`src/rtl/mole_pkg.sv`:
```
// Shared constants for the whack-a-mole game: FSM encodings, LFSR seed/taps, tick period.
package mole_pkg;

  localparam logic [1:0] ST_IDLE = 2'd0;
  localparam logic [1:0] ST_GAP  = 2'd1;
  localparam logic [1:0] ST_UP   = 2'd2;

  localparam logic [7:0] LFSR_SEED = 8'hA5;
  // x^8+x^6+x^5+x^4+1 taps on a left-shifting register: bits 7,5,4,3
  localparam logic [7:0] LFSR_TAPS = 8'hB8;

  localparam logic [24:0] TICK_PERIOD = 25'd24999999;

  function automatic logic [7:0] lfsr_next(input logic [7:0] q);
    return {q[6:0], ^(q & LFSR_TAPS)};
  endfunction

endpackage

```
`src/rtl/mole_lfsr.sv`:
```
// 8-bit Fibonacci LFSR, steps each cycle while en is high; seeded non-zero so it never locks up.
module mole_lfsr
  import mole_pkg::*;
(
  input  logic       clock,
  input  logic       resetn,
  input  logic       en,
  output logic [7:0] q
);

  always_ff @(posedge clock or negedge resetn) begin
    if (!resetn) begin
      q <= LFSR_SEED;
    end else if (en) begin
      q <= lfsr_next(q);
    end
  end

endmodule

```
`src/rtl/mole_controller.sv`:
```
// Raises one mole at a time on a pseudo-random hole, judges whacks as hit/miss, keeps a saturating score.
module mole_controller
  import mole_pkg::*;
#(
  parameter int NUM_HOLES = 4,
  parameter int UP_TICKS  = 3,
  parameter int SCORE_W   = 8
) (
  input  logic                 clock,
  input  logic                 resetn,
  input  logic                 play,
  input  logic                 tick,
  input  logic [NUM_HOLES-1:0] whack,
  output logic [NUM_HOLES-1:0] mole,
  output logic [SCORE_W-1:0]   score,
  output logic                 hit,
  output logic                 miss
);

  localparam int HW = $clog2(NUM_HOLES);
  localparam logic [3:0] UP_INIT = 4'(UP_TICKS - 1);

  logic [1:0]           state;
  logic [3:0]           up_cnt;
  logic [HW-1:0]        prev_hole;
  logic [NUM_HOLES-1:0] whack_prev;
  logic [7:0]           lfsr;
  logic                 unused_lfsr;

  logic [HW-1:0]        cand;
  logic [HW-1:0]        hole;
  logic [NUM_HOLES-1:0] hole_onehot;
  logic [NUM_HOLES-1:0] whack_edge;
  logic                 good_whack;

  mole_lfsr u_lfsr (
    .clock  (clock),
    .resetn (resetn),
    .en     (play),
    .q      (lfsr)
  );

  assign unused_lfsr = ^lfsr;

  // Bumping a repeated candidate keeps consecutive moles on different holes.
  always_comb begin
    cand        = lfsr[HW-1:0];
    hole        = (cand == prev_hole) ? cand + HW'(1) : cand;
    hole_onehot = NUM_HOLES'(1) << hole;
    whack_edge  = whack & ~whack_prev;
    good_whack  = |(whack_edge & mole);
  end

  always_ff @(posedge clock or negedge resetn) begin
    if (!resetn) begin
      whack_prev <= '0;
    end else begin
      whack_prev <= whack;
    end
  end

  always_ff @(posedge clock or negedge resetn) begin
    if (!resetn) begin
      state     <= ST_IDLE;
      mole      <= '0;
      score     <= '0;
      hit       <= 1'b0;
      miss      <= 1'b0;
      up_cnt    <= '0;
      prev_hole <= '0;
    end else begin
      hit  <= 1'b0;
      miss <= 1'b0;
      if (!play) begin
        state <= ST_IDLE;
        mole  <= '0;
      end else begin
        case (state)
          ST_IDLE: begin
            mole  <= '0;
            score <= '0;
            state <= ST_GAP;
          end
          ST_GAP: begin
            mole <= '0;
            if (tick) begin
              prev_hole <= hole;
              mole      <= hole_onehot;
              up_cnt    <= UP_INIT;
              state     <= ST_UP;
            end
          end
          ST_UP: begin
            // A correct whack wins over an expiring tick in the same cycle.
            if (good_whack) begin
              hit   <= 1'b1;
              mole  <= '0;
              state <= ST_GAP;
              if (score != {SCORE_W{1'b1}}) begin
                score <= score + SCORE_W'(1);
              end
            end else if (tick) begin
              if (up_cnt == 4'd0) begin
                miss  <= 1'b1;
                mole  <= '0;
                state <= ST_GAP;
              end else begin
                up_cnt <= up_cnt - 4'd1;
              end
            end
          end
          default: begin
            mole  <= '0;
            state <= ST_IDLE;
          end
        endcase
      end
    end
  end

endmodule

```
`config.mk`:
```
export PLATFORM = sky130hd
export DESIGN_NAME = mole_controller
export DESIGN_NICKNAME = d
export VERILOG_FILES = /design/src/rtl/mole_pkg.sv /design/src/rtl/mole_lfsr.sv /design/src/rtl/mole_controller.sv
export SDC_FILE = /design/constraint.sdc
export NUM_CORES = 1
export LEC_CHECK = 0
export CAP_MARGIN = 10
export CORE_MARGIN = 2
export CORE_UTILIZATION = 35
export CTS_BUF_LIST = sky130_fd_sc_hd__clkbuf_2 sky130_fd_sc_hd__clkbuf_4 sky130_fd_sc_hd__clkbuf_8
export DETAILED_ROUTE_END_ITERATION = 16
export HOLD_SLACK_MARGIN = 0.08
export RECOVER_POWER = 25
export SLEW_MARGIN = 20
export SYNTH_ARGS = -nofsm -noshare
export SYNTH_HDL_FRONTEND = slang
export SYNTH_SLANG_ARGS = --single-unit
```
`constraint.sdc`:
```
create_clock -name clock -period 1.75 [get_ports clock]
set_input_delay 0.525 -clock clock [delete_from_list [all_inputs] [get_ports clock]]
set_output_delay 0.525 -clock clock [all_outputs]
set_load 0.005 [all_outputs]
```
==> impl_metrics.json <==
{
  "core_um2": 4350,
  "r2r-start": "up_cnt[0]",
  "final_util_pct": 51.4,
  "rows": 24,
  "portBuffers": 21,
  "insertion_delay_ns": 0.29,
  "wl_um": 3560,
  "start_util_pct": 36.4,
  "cp-endpoint": "up_cnt[3]",
  "clockBufferDepth": 2,
  "fin_tns_setup_ns": -0.0491,
  "wl_per_cell_um": 14.0,
  "cp-start-kind": "register",
  "synth_edf_count": 0,
  "timing.rr.end": "up_cnt[3]",
  "maxSlewViolCount": 0,
  "synth-main-ff-cell": "dfrtp_1",
  "hold_viol_final": 0,
  "synth_seq_cells": 34,
  "cap_violations": 0,
  "slowest_delay_ns": 0.43,
  "syn_avg_cell_area_um2": 11.0,
  "via_per_inst": 5.20,
  "final_cell_mix": "buf_4, dfrtp_1, nand2_1",
  "syn-cell-area_um2": 1580,
  "power_density_nw_per_um2": 1070,
  "setup.worst_path.start": "up_cnt[0]",
  "fill_cells": 376,
  "die_height_um": 71.3,
  "grt_pass1_wl_um": 5750,
  "hold_class": "primary input to register",
  "num_vias": 1325,
  "gp_congestion": 0.824,
  "n_antenna_cell": 0,
  "final_common_cell": "buf_4",
  "antenna_left": 0,
  "maxSlewHeadroom_pct": 43.7,
  "numCtsBuffers": 5,
  "p_leak_nw": 0.985,
  "cts_tree": "yes",
  "path_clk_slew_ns": 0.07,
  "endpoint_kind": "register",
  "worstPathArrival_ns": 1.98,
  "fin_crit_sh_pct": 103,
  "fin_nets": 212,
  "finClkSkew_ns": 0.00256,
  "grt_overflow": 0,
  "drive_gt1_share_pct": 31.5,
  "grt_pass1_vias": 1341,
  "clockRootBuffer": "clkbuf_8",
  "synthCells": 144,
  "die_area_um2": 5080,
  "p_total_mw": 2.40,
  "worstMarginPinSlew_ns": 0.844,
  "grt_antenna_before_repair": 0,
  "crit_fanout": 2,
  "ys_seq_area_share_pct": 54.0,
  "max_freq_mhz": 556,
  "worstRegToRegCells": 7,
  "violations": "negative setup slack",
  "worstSetupPathType": "register to register",
  "grt_max_degree": 35,
  "die_w_um": 71.3,
  "slowest_stage": "or4_4",
  "whs_ns": 0.485,
  "io_pins": 22,
  "hpwl_um": 2450,
  "grt_usage_pct": 14.6,
  "period_needed_ns": 1.80,
  "firstDrtPassIters": 4,
  "status": "finished with violations",
  "rsz0062_at_grt": "yes",
  "ir_drop_mv": 0.773,
  "syn_nets": 154,
  "ys_async_sr_fraction_pct": 100,
  "cts.sinks": 34,
  "setup_viol": 1,
  "drt_iter0_drc": 38,
  "timing.final.ws_setup_ns": -0.0491,
  "rrSetupSlack_ns": -0.05,
  "crit_required_ns": 1.93,
  "yosysWarnings": 0,
  "path_cells": "inv_1 > ha_2 > nor3b_1 > or4_4 > nor4_4 > mux2i_1 > o21ai_1",
  "syn2layout_area_growth_pct": 41.4,
  "htree_levels": 2,
  "synth.distinct_cells": 34,
  "drc": 0
}
metal layers:
layer / vias up / track usage [%] / share of wire, %
met5: - / 0 / 0
met3: 7 / 3.66 / 3.4
li1: 633 / - / -
met4: 0 / 7.97 / 2.0
met2: 29 / 26.6 / 55
met1: 656 / 15.3 / 40
worst max-delay path: cells and delay by family, from the launching register on:
family | cells | cell delay (ns)
AOI/OAI and AO/OA | 1 | 0.08
buffers and inverters | 1 | 0.05
muxes | 1 | 0.22
DFF | 1 | 0.36
adders and majority gates | 1 | 0.18
and+or+nand+nor | 3 | 0.79
repair_timing:
action                                 4_1_cts  5_1_grt
gates resized for setup                      9        8
setup endpoints to repair                   17       22
endpoints found under the hold margin        0        0
pin swaps                                    5        8
hold buffers                                 0        0
buffers inserted                             5       10
cell type report:
| class | count | area (um2) | share of cell area [%] |
|---|---|---|---|
| Sequential cell | 34 | 856 | 38.2 |
| Multi-Input combinational cell | 100 | 724 | 32.3 |
| Timing Repair Buffer | 54 | 454 | 20.3 |
| Clock buffer | 5 | 68.8 | 3.07 |
| Tap cell | 52 | 65.1 | 2.91 |
| Clock inverter | 3 | 45.0 | 2.01 |
| Inverter | 7 | 26.3 | 1.17 |
cell usage after synthesis, types with 2 or more instances:
library cell	n	area, um2
inv_1	7	26.3
nand4_1	2	12.5
ha_1	2	25.0
nor2_1	5	18.8
dfrtp_1	30	751
o22a_1	2	17.5
and3_1	5	31.3
mux2_2	7	78.8
nand2_1	17	63.8
xnor2_1	4	35.0
nand3_1	3	15.0
nand2b_1	4	25.0
clkbuf_1	2	7.51
a22o_1	4	35.0
o22ai_1	2	12.5
o21a_1	2	15.0
and2b_2	2	17.5
a21oi_1	9	45.0
a31oi_1	8	50.1
o21ai_1	2	10.0
dfstp_2	4	105
o21ai_0	4	20.0
nor3b_1	2	15.0
mux2i_1	5	50.1
logic make-up after synthesis:
| kind of cell | count (synthesis) | share of synthesized area (%) |
|---|---|---|
| adders and majority gates | 2 | 1.58 |
| and+or+nand+nor | 47 | 16.0 |
| xor gates and xnor gates | 4 | 2.21 |
| AOI/OAI and AO/OA | 35 | 15.2 |
| buffers and inverters | 10 | 2.84 |
| DFF | 34 | 54.0 |
| muxes | 12 | 8.14 |
per-stage QoR:
step | area (um2) | cells | setup slack, ns
after global routing | 2240 | 255 | -0.113
after detailed placement | 1990 | 232 | -0.557
after CTS | 2150 | 245 | -0.0416
after floorplan | 1580 | 144 | 0.0256
after global placement | 1990 | 232 | -0.472
final | 2240 | 255 | -0.0491
sequential cells by signal (all words and copies together), names as in the netlist, 2 cells and up:
name and cells:
score 8, u_lfsr.q 8, mole 4, up_cnt 4, whack_prev 4, prev_hole 2, state 2
how the worst min path moves through the flow:
stage | from | to | slack, ns | cells after the start
2_1_floorplan | resetn | hit | 0.23 | 0
3_3_place_gp | u_lfsr.q[6] | u_lfsr.q[7] | 0.49 | 1
3_5_place_dp | u_lfsr.q[6] | u_lfsr.q[6] | 0.51 | 1
4_1_cts | whack[2] | whack_prev[2] | 0.48 | 1
5_1_grt | whack[2] | whack_prev[2] | 0.48 | 1
6_report | whack[2] | whack_prev[2] | 0.49 | 1
where the power goes:
part	switching [mW]	internal (mW)	total, mW
registers	0.129	0.972	1.10
logic	0.253	0.324	0.576
clock network	0.302	0.423	0.726
total	0.684	1.72	2.40
Note: power is estimated with default switching activity, not from simulation.
